`src/rtl/translated_addressed_demux_register.sv`:
```
// Write-side address demux: claims writes in [BASE, BASE+COUNT), translates them to a
// 0-based index and stores the data in per-index registers with strobe and pending flags.
module translated_addressed_demux_register #(
  parameter int unsigned              WORD_WIDTH        = 36,
  parameter int unsigned              ADDR_WIDTH        = 10,
  parameter int unsigned              OUTPUT_COUNT      = 3,
  parameter int unsigned              OUTPUT_BASE_ADDR  = 5,
  parameter int unsigned              OUTPUT_ADDR_WIDTH = 2,
  parameter logic [WORD_WIDTH-1:0]    RESET_VALUE       = '0
) (
  input  logic                               clock,
  input  logic                               reset_n,
  input  logic                               write_enable,
  input  logic [ADDR_WIDTH-1:0]              write_addr,
  input  logic [WORD_WIDTH-1:0]              write_data,
  input  logic [OUTPUT_COUNT-1:0]            ack,
  output logic [OUTPUT_COUNT*WORD_WIDTH-1:0] out,
  output logic [OUTPUT_COUNT-1:0]            out_wren,
  output logic [OUTPUT_COUNT-1:0]            out_pending,
  output logic                               write_hit
);

  // Range must fit inside the raw address space and the index must cover every register.
  if ((longint'(OUTPUT_BASE_ADDR) + longint'(OUTPUT_COUNT)) > (longint'(1) << ADDR_WIDTH)) begin : g_range_check
    $error("OUTPUT_BASE_ADDR + OUTPUT_COUNT exceeds the ADDR_WIDTH address space");
  end
  if ((longint'(1) << OUTPUT_ADDR_WIDTH) < longint'(OUTPUT_COUNT)) begin : g_index_check
    $error("OUTPUT_ADDR_WIDTH too narrow for OUTPUT_COUNT");
  end
  if (OUTPUT_COUNT < 1) begin : g_count_check
    $error("OUTPUT_COUNT must be at least 1");
  end

  // One extra bit so BASE+COUNT == 2**ADDR_WIDTH is still representable.
  localparam logic [ADDR_WIDTH:0] BASE_W  = (ADDR_WIDTH+1)'(OUTPUT_BASE_ADDR);
  localparam logic [ADDR_WIDTH:0] LIMIT_W = (ADDR_WIDTH+1)'(OUTPUT_BASE_ADDR + OUTPUT_COUNT);

  logic [WORD_WIDTH-1:0]        regs_q [OUTPUT_COUNT];
  logic [WORD_WIDTH-1:0]        regs_d [OUTPUT_COUNT];
  logic [OUTPUT_COUNT-1:0]      wren_q, wren_d;
  logic [OUTPUT_COUNT-1:0]      pending_q, pending_d;
  logic                         hit_q, hit_d;

  logic [ADDR_WIDTH:0]          addr_ext;
  logic                         hit;
  logic [OUTPUT_ADDR_WIDTH-1:0] index;

  always_comb begin
    addr_ext = {1'b0, write_addr};
    hit      = write_enable && (addr_ext >= BASE_W) && (addr_ext < LIMIT_W);
    index    = OUTPUT_ADDR_WIDTH'(write_addr - BASE_W[ADDR_WIDTH-1:0]);
  end

  always_comb begin
    regs_d    = regs_q;
    wren_d    = '0;
    pending_d = pending_q & ~ack;
    hit_d     = hit;
    // A write to an index overrides a same-cycle ack on that index.
    for (int unsigned i = 0; i < OUTPUT_COUNT; i++) begin
      if (hit && (index == OUTPUT_ADDR_WIDTH'(i))) begin
        regs_d[i]    = write_data;
        wren_d[i]    = 1'b1;
        pending_d[i] = 1'b1;
      end
    end
  end

  always_ff @(posedge clock or negedge reset_n) begin
    if (!reset_n) begin
      regs_q    <= '{default: RESET_VALUE};
      wren_q    <= '0;
      pending_q <= '0;
      hit_q     <= 1'b0;
    end else begin
      regs_q    <= regs_d;
      wren_q    <= wren_d;
      pending_q <= pending_d;
      hit_q     <= hit_d;
    end
  end

  always_comb begin
    out = '0;
    for (int unsigned i = 0; i < OUTPUT_COUNT; i++) begin
      out[i*WORD_WIDTH +: WORD_WIDTH] = regs_q[i];
    end
  end

  assign out_wren    = wren_q;
  assign out_pending = pending_q;
  assign write_hit   = hit_q;

endmodule

```
`config.mk`:
```
export PLATFORM = sky130hd
export DESIGN_NAME = translated_addressed_demux_register
export DESIGN_NICKNAME = d
export VERILOG_FILES = /design/src/rtl/translated_addressed_demux_register.sv
export SDC_FILE = /design/constraint.sdc
export NUM_CORES = 1
export LEC_CHECK = 0
export ABC_AREA = 1
export BUFFER_PORTS_ARGS = -buffer_cell sky130_fd_sc_hd__buf_2
export CORE_MARGIN = 5
export CORE_UTILIZATION = 49
export DETAILED_ROUTE_END_ITERATION = 8
export GPL_TIMING_DRIVEN = 0
export HOLD_SLACK_MARGIN = 0.1
export MAX_ROUTING_LAYER = met4
export PLACE_DENSITY = 0.84
export SLEW_MARGIN = 10
export SYNTH_ARGS = -nofsm -noshare
export SYNTH_HDL_FRONTEND = slang
export SYNTH_SLANG_ARGS = --single-unit
```
`constraint.sdc`:
```
create_clock -name clock -period 0.8 [get_ports clock]
set_input_delay 0.16 -clock clock [delete_from_list [all_inputs] [get_ports clock]]
set_output_delay 0.16 -clock clock [all_outputs]
set_load 0.03 [all_outputs]
```
==> impl_metrics.json, run 1 <==
{
  "yosysWarningCount": 0,
  "root_buffer": "clkbuf_8",
  "portBuffers": 166,
  "io_pins": 167,
  "outcome": "did not finish",
  "cts_buffers": 17,
  "clockBufferDepth": 2,
  "dpl.hpwl_microns": 9150,
  "syn_area_per_cell_sq_um": 9.10,
  "endpoint_type": "top-level output",
  "h-tree-depth": 4,
  "synth_area_sq_um": 4580,
  "start_util_pct": 49.9,
  "cts_sinks": 115,
  "synth_fp_nets": 556,
  "first-error": "[ERROR DPL-0038] Utilization greater than 100%, impossible to legalize",
  "synth-seq-area-share_pct": 62.8,
  "fp.dieW_microns": 107,
  "grt_max_degree": 64,
  "lastStage": "5_1_grt",
  "synth_seq_cells": 115,
  "synthCells": 504,
  "die_h_microns": 107,
  "worst_endpoint": "out[62]",
  "place_congestion": 0.839,
  "num_rows": 35,
  "yosys.cell_types.count": 15
}
cells in the mapped netlist, drive strengths merged:
library cell  number  area [sq um]
buf               28           235
clkbuf             2          7.51
dfrtp            115          2880
inv               14          52.6
nand2            257           965
nand3             74           375
nand4              2          12.5
nor2               9          43.8
o21ai              3          15.0
through the flow:
step	setup slack (ns)	std cells	cell area [sq um]	hold slack [ns]
after floorplan	-0.248	504	4830	-0.136
after global placement	-1.69	781	5800	0.330
after detailed placement	-0.651	782	5830	0.140
after CTS	-0.437	895	7830	-0.399
cells by family after synthesis:
kind of cell           after synthesis  share of synthesized area, %
AND/OR/NAND/NOR                    342                          30.5
flip-flops                         115                          62.8
buffers and inverters               44                          6.44
AO/OA/AOI/OAI                        3                         0.327
timing repair:
action | 4_1_cts
endpoints found under the hold margin | 227
gates resized for setup | 236
setup buffers | 42
setup endpoints to repair | 211
hold buffers | 39
pin swaps | 3
==> run 2, diff against run 1 <==
- CORE_UTILIZATION: 49 -> 40
- HOLD_SLACK_MARGIN: 0.1 -> unset
- MAX_ROUTING_LAYER: met4 -> unset
- PLACE_DENSITY: 0.84 -> unset
- PLACE_DENSITY_LB_ADDON: unset -> 0.15
==> run 2 against run 1 <==
The flow now finishes, with violations (negative hold slack, negative setup slack); synthesized area stayed put; synthesized cell count stayed put.
==> impl_metrics.json, run 2 <==
{
  "outcome": "finished with violations",
  "clockBufferDepth": 2,
  "place_area_sq_um": 5870,
  "grt_pass1_wl_microns": 25200,
  "synth_fp_nets": 556,
  "cts_buffers": 17,
  "cp_max_fo": 2,
  "setup_slack_ns": -0.349,
  "design_area_sq_um": 9160,
  "fill_cells": 680,
  "grtUsageTotal_pct": 24.1,
  "place_congestion": 0.786,
  "critPathKind": "flop to output pin",
  "worstPathCellList": "buf_6",
  "period_share_pct": 144,
  "rsz0062_at_grt": "yes",
  "largest_reg_flops": 108,
  "irDropWorstVdd_uv": 1430,
  "crit_required_ns": 0.64,
  "maxCapViolCount": 0,
  "cts_hold_buf": 11,
  "num_rows": 39,
  "design.die.area_sq_um": 13700,
  "dpl.hpwl_microns": 9390,
  "antennaDiodeCount": 0,
  "synthFlopType": "dfrtp_1",
  "cts_sinks": 115,
  "post_drt_wl_per_cell_microns": 17.9,
  "routed_wl_microns": 17000,
  "netlist.area_leader.share_pct": 62.8,
  "cp-end-kind": "output pin",
  "drc": 0,
  "yosys.area.top_type": "dfrtp_1",
  "power_mw": 15.3,
  "grt_pass1_vias": 4908,
  "vias": 4685,
  "coreArea_sq_um": 11300,
  "synth_top_cells_by_count": "nand2_1, dfrtp_1, nand3_1, buf_6, inv_1",
  "synth-seq-area-share_pct": 62.8,
  "synth-edff-count": 0,
  "worst_slew_pin_slew_ns": 0.436,
  "drtIter0Drc": 343,
  "whs_ns": -0.338,
  "startpoint_type": "flop",
  "yosysMostFrequentCell": "nand2_1",
  "yosys.cell_types.count": 15,
  "clock_latency_ns": 0.40,
  "clk_pin_slew_worst_paths_ns": 0.06,
  "h-tree-depth": 4,
  "gr-total-overflow": 0,
  "area_growth_pct": 99.8,
  "fin_nets": 844,
  "yosysWarningCount": 0,
  "synth_seq_cells": 115,
  "dpl.cell_count": 814,
  "synth.area.top_cells": "dfrtp_1, nand2_1, nand3_1, buf_6, buf_2",
  "min_period_ns": 1.15,
  "hold_violations": 43,
  "portBuffers": 166,
  "die_h_microns": 117,
  "critPathSlowestCell": "dfrtp_1",
  "start_util_pct": 40.5,
  "tritoncts": "done",
  "layout_common_cells": "nand2_1, buf_6, dfrtp_1",
  "drive_above_1_share_pct": 65.1,
  "io_pins": 167,
  "skew_ns": 0,
  "grt_antenna_before_repair": 0,
  "crit_path_max_incr_delay_ns": 0.42,
  "synthCells": 504,
  "p_leak_nw": 4.74,
  "synthArstFlopShare_pct": 100,
  "powerDensity_nw_per_um2": 1670,
  "detailedRoute.firstPassIterationCount": 4,
  "cp_top_family": "flip-flops",
  "stdcell_count": 948,
  "ant_nets": 0,
  "final_common_cell": "nand2_1",
  "finalSetupViolations": 222,
  "drv_slew": 0,
  "syn_area_per_cell_sq_um": 9.10,
  "arrival_ns": 0.99,
  "violations": "negative hold slack, negative setup slack",
  "max_slew_margin_pct": 70.9,
  "root_buffer": "clkbuf_16",
  "grt_max_degree": 73,
  "fp.dieW_microns": 117,
  "vias_per_cell": 4.94,
  "fmax_mhz": 870,
  "crit_buf_inv": 1,
  "hold_path_class": "input pin to async pin",
  "synth_area_sq_um": 4580,
  "setup_tns_ns": -48.01
}
-- run 2: cell counts after synthesis --
Identical to the previous run, type by type.
-- run 2: power breakdown --
| group | switching (mW) | total [mW] | leakage (nW) | internal, mW |
|---|---|---|---|---|
| clock | 2.78 | 8.23 | 0.297 | 5.46 |
| sequential | 0.0575 | 5.94 | 1.60 | 5.89 |
| combinational | 0.666 | 1.09 | 2.84 | 0.424 |
| total | 3.50 | 15.3 | 4.74 | 11.8 |
-- run 2: worst reg2reg max path, stage by stage, from the launching register on --
cell     delay [ns]
dfrtp_1        0.40
buf_4          0.14
buf_4          0.13
nand2_2        0.05
nand2_1        0.04
-- run 2: logic make-up (layout without fill, tap and decap cells) --
kind of cell / count (synthesis) / in the layout / share of synthesized area, %
compound gates: 3 / 3 / 0.327
simple gates: 342 / 342 / 30.5
flops: 115 / 115 / 62.8
buf+inv: 44 / 345 / 6.44
-- run 2: through the flow --
step	hold slack (ns)	worst slack, ns	util (%)
after floorplan	-0.136	-0.248	-
after global placement	0.331	-1.81	51.5
after detailed placement	0.107	-0.662	51.8
after CTS	-0.327	-0.351	75.1
after global routing	-0.312	-0.377	80.9
final	-0.338	-0.349	80.9
-- run 2: metal layers --
metal | vias to the layer above | wire, microns | track usage, % | share of wire (%)
li1 | 2167 | - | - | -
met2 | 160 | 8910 | 40.7 | 52
met1 | 2332 | 6700 | 30.2 | 39
met3 | 26 | 1090 | 6.63 | 6.4
met4 | 0 | 296 | 7.57 | 1.7
met5 | - | 0 | 0 | 0
-- run 2: worst paths after layout --
kind                       cells past startpoint           start  slack (ns)             end
min in group clock                             3  write_data[16]        0.01         out[16]
setup / recovery                               1         out[93]       -0.35         out[93]
hold / removal                                 1         reset_n       -0.34  out_pending[2]
hold reg to reg                                2         out[45]        0.51         out[45]
setup reg to reg                               4         out[98]       -0.07         out[98]
max in group asynchronous                      2         reset_n        0.43         out[48]
-- run 2: cell type report --
class | count | area, sq um | share of cell area, %
Sequential cell | 115 | 2880 | 31.4
Timing Repair Buffer | 272 | 2800 | 30.5
Multi-Input combinational cell | 345 | 2230 | 24.4
Clock buffer | 20 | 467 | 5.09
Buffer | 27 | 344 | 3.76
Clock inverter | 12 | 179 | 1.95
Tap cell | 143 | 179 | 1.95
Inverter | 14 | 87.6 | 0.956
-- run 2: timing repair --
item / 4_1_cts / 5_1_grt
gates cloned: 13 / 6
resized for setup: 351 / 135
endpoints found under the setup margin: 222 / 221
buffers inserted: 47 / 36
hold endpoints to repair: 54 / 43
pin swaps: 61 / 93
Note: power is estimated with default switching activity, not from simulation.
==> run 3, diff against run 2 <==
- GPL_TIMING_DRIVEN: 0 -> unset
==> run 3 against run 2 <==
The run ends with negative setup slack left; setup slack improved by 0.0043 ns; sequential cell count unchanged; clock power is 2.8% higher; combinational power is 12% higher; non-clock buffer count increased by 20; clock-buffer cell count down 3; clock skew stayed put; global-route usage increased by 2.8 points; sequential share of layout area fell by 1.3 points; critical path type unchanged; largest power group unchanged; highest routed layer unchanged.
==> impl_metrics.json, run 3 (synthesized netlist as in run 2, its figures left out) <==
{
  "design_area_sq_um": 9550,
  "setup_slack_ns": -0.345,
  "fin_util_pct": 84.4,
  "largest_reg_flops": 108,
  "critPathSlowestCell": "dfrtp_1",
  "drv_slew": 0,
  "drtIter0Drc": 314,
  "internal_power_mw": 12.0,
  "drc": 0,
  "post_drt_wl_per_cell_microns": 19.8,
  "place_area_sq_um": 5870,
  "place_congestion": 0.767,
  "layout_common_cells": "buf_6, nand2_1, dfrtp_1",
  "cp_max_fo": 2,
  "cp_top_family": "flip-flops",
  "drive_above_1_share_pct": 65.8,
  "multi_input_comb_area_sq_um": 2290,
  "fin_nets": 864,
  "dpl.cell_count": 810,
  "startpoint_type": "flop",
  "seqPwrFrac_pct": 38.0,
  "grt_pass1_vias": 5105,
  "grt_max_degree": 32,
  "routed_wl_microns": 19100,
  "outcome": "finished with violations",
  "crit_path_max_incr_delay_ns": 0.42,
  "crit_required_ns": 0.64,
  "gr-total-overflow": 0,
  "num_rows": 39,
  "cts_buffers": 17,
  "design.die.area_sq_um": 13700,
  "cp-end-kind": "output pin",
  "fmax_mhz": 873,
  "start_util_pct": 40.5,
  "pre_cts_slack_ns": -0.589,
  "tritoncts": "done",
  "p_sw_mw": 3.66,
  "coreArea_sq_um": 11300,
  "power_mw": 15.6,
  "worstPathCellList": "buf_6",
  "clk_pin_slew_worst_paths_ns": 0.06,
  "grt_pass1_wl_microns": 27600,
  "stdcell_count": 969,
  "power_frac_comb_pct": 7.8,
  "grtUsageTotal_pct": 27.0,
  "critPathKind": "flop to output pin",
  "maxCapViolCount": 0,
  "switching_share_pct": 23.4,
  "final_common_cell": "buf_6",
  "min_period_ns": 1.15,
  "powerDensity_nw_per_um2": 1640,
  "root_buffer": "clkbuf_16",
  "fill_cells": 583,
  "h-tree-depth": 4,
  "violations": "negative setup slack",
  "crit_buf_inv": 1,
  "clockBufferDepth": 2,
  "grt_antenna_before_repair": 1,
  "skew_ns": 0,
  "clock_latency_ns": 0.41,
  "hold_path_class": "input pin to flop",
  "ant_nets": 0,
  "vias_per_cell": 5.11,
  "cts_sinks": 115,
  "worst_slew_pin_slew_ns": 0.401,
  "die_h_microns": 117,
  "hold_violations": 0,
  "dpl.hpwl_microns": 9360,
  "io_pins": 167,
  "max_slew_margin_pct": 73.3,
  "power_frac_clock_pct": 54.2,
  "area_growth_pct": 108,
  "vias": 4948,
  "rsz0062_at_grt": "yes",
  "period_share_pct": 143,
  "fp.dieW_microns": 117,
  "p_leak_nw": 4.99,
  "regArea_sq_um": 2880,
  "arrival_ns": 0.99,
  "detailedRoute.firstPassIterationCount": 5,
  "portBuffers": 166,
  "finalSetupViolations": 225,
  "irDropWorstVdd_uv": 1330
}
[run 3: cell types whose count changed in the layout (fill, tap and decap cells not counted), sizes merged, moves of 3 or more]
cell	change
buf	+14
clkbuf	-9
clkinv	+4
clkinvlp	-5
dlygate4sd3	+12
inv	+3
[run 3: final timing paths]
path | start | endpoint | slack [ns] | cells after the start
worst max-delay path | out[15] | out[15] | -0.35 | 1
worst min-delay path | write_data[16] | out[16] | 0.01 | 3
worst max register to register | out[80] | out[80] | -0.11 | 4
worst min register to register | out[73] | out[73] | 0.51 | 2
max in group asynchronous | reset_n | out[21] | 0.19 | 3
min in group asynchronous | reset_n | out[29] | 0.17 | 2
[run 3: power groups by stage]
stage | clock network [mW] | logic (mW) | registers (mW)
floorplan | 0 | 0.170 | 6.15
global placement | 0 | 0.818 | 6.02
detailed placement | 0 | 0.827 | 6.02
CTS | 8.53 | 1.09 | 5.94
global route | 8.82 | 1.30 | 5.95
finish | 8.46 | 1.22 | 5.94
[run 3: area by class of cell]
cell class | instances | share of cell area, %
Clock inverter | 15 | 2.42
Clock buffer | 17 | 4.45
Tap cell | 143 | 1.87
Multi-Input combinational cell | 345 | 24.0
Inverter | 14 | 0.891
Antenna cell | 1 | 0.0262
Timing Repair Buffer | 319 | 36.2
Sequential cell | 115 | 30.1
[run 3: routing by layer]
metal  GRT usage [%]  wire length (microns)  up-vias
met5               0                      0        -
met3            7.35                   1180       41
met1            33.9                   7420     2481
li1                -                      -     2211
met4            10.5                    492        0
met2            44.5                  10000      215
[run 3: metrics by stage]
stage	setup TNS [ns]	hold slack, ns
2_1_floorplan	-25.09	-0.136
3_3_place_gp	-54.65	0.0431
3_5_place_dp	-57.26	0.0471
4_1_cts	-46.57	0.00258
5_1_grt	-55.44	0.0177
6_report	-47.49	0.0134
[run 3: timing repair]
action,4_1_cts,5_1_grt
setup buffers,42,49
setup endpoints to repair,226,226
pin swaps,74,57
hold buffers,23,0
cloned,19,1
gates resized for setup,367,150
endpoints found under the hold margin,140,0
==> run 4, diff against run 3 <==
- CORE_UTILIZATION: 40 -> 49
- GPL_TIMING_DRIVEN: unset -> 0
==> run 4 against run 3 <==
The flow now stops in 5_1_grt; synthesized cell count unchanged; synthesized area did not move.
==> impl_metrics.json, run 4 <==
{
  "portBuffers": 166,
  "grt_max_degree": 59,
  "synth_area_sq_um": 4580,
  "yosysWarningCount": 0,
  "synth-edff-count": 0,
  "synth_top_cells_by_count": "nand2_1, dfrtp_1, nand3_1, buf_6, inv_1",
  "synth-seq-area-share_pct": 62.8,
  "synthFlopType": "dfrtp_1",
  "endpoint_type": "top-level output",
  "fp.dieW_microns": 107,
  "synth.area.top_cells": "dfrtp_1, nand2_1, nand3_1, buf_6, buf_2",
  "die_h_microns": 107,
  "io_pins": 167,
  "yosys.area.top_type": "dfrtp_1",
  "netlist.area_leader.share_pct": 62.8,
  "start_util_pct": 49.9,
  "cts_sinks": 115,
  "synthCells": 504,
  "syn_area_per_cell_sq_um": 9.10,
  "dpl.cell_count": 782,
  "root_buffer": "clkbuf_8",
  "h-tree-depth": 4,
  "num_rows": 35,
  "grtUsageTotal_pct": 85.5,
  "synthArstFlopShare_pct": 100,
  "gr-total-overflow": 420,
  "dpl.hpwl_microns": 8880,
  "outcome": "did not finish",
  "first-error": "[ERROR GRT-0232] Routing congestion too high. Check the congestion heatmap in the GUI.",
  "clockBufferDepth": 2,
  "yosysMostFrequentCell": "nand2_1",
  "grt_antenna_before_repair": 2,
  "synth_seq_cells": 115,
  "worst_endpoint": "out[20]",
  "synth_fp_nets": 556,
  "place_congestion": 0.766,
  "lastStage": "5_1_grt",
  "yosys.cell_types.count": 15,
  "cts_buffers": 17
}
-- run 4: cell counts after synthesis --
No cell type changed its count.
-- run 4: what timing repair did --
item / CTS
gates resized for setup: 239
setup buffers: 34
cloned: 1
pin swaps: 4
hold endpoints to repair: 168
hold buffers: 39
setup endpoints to repair: 216
-- run 4: metrics by stage --
stage	instance area, sq um	TNS (ns)	worst slack (ns)
after floorplan	4830	-25.09	-0.248
after global placement	5800	-266.94	-1.78
after detailed placement	5830	-70.40	-0.663
after CTS	7870	-47.61	-0.438
-- run 4: routing by layer --
metal | GRT usage, % | overflow
met4 | 100 | 156
met1 | 78.0 | 4
met3 | 69.1 | 4
met2 | 106 | 256
met5 | 14.3 | 0
-- run 4: cell families after synthesis --
| group | synth area share, % |
|---|---|
| flops | 62.8 |
| buf+inv | 6.44 |
| compound gates | 0.327 |
| simple gates | 30.5 |
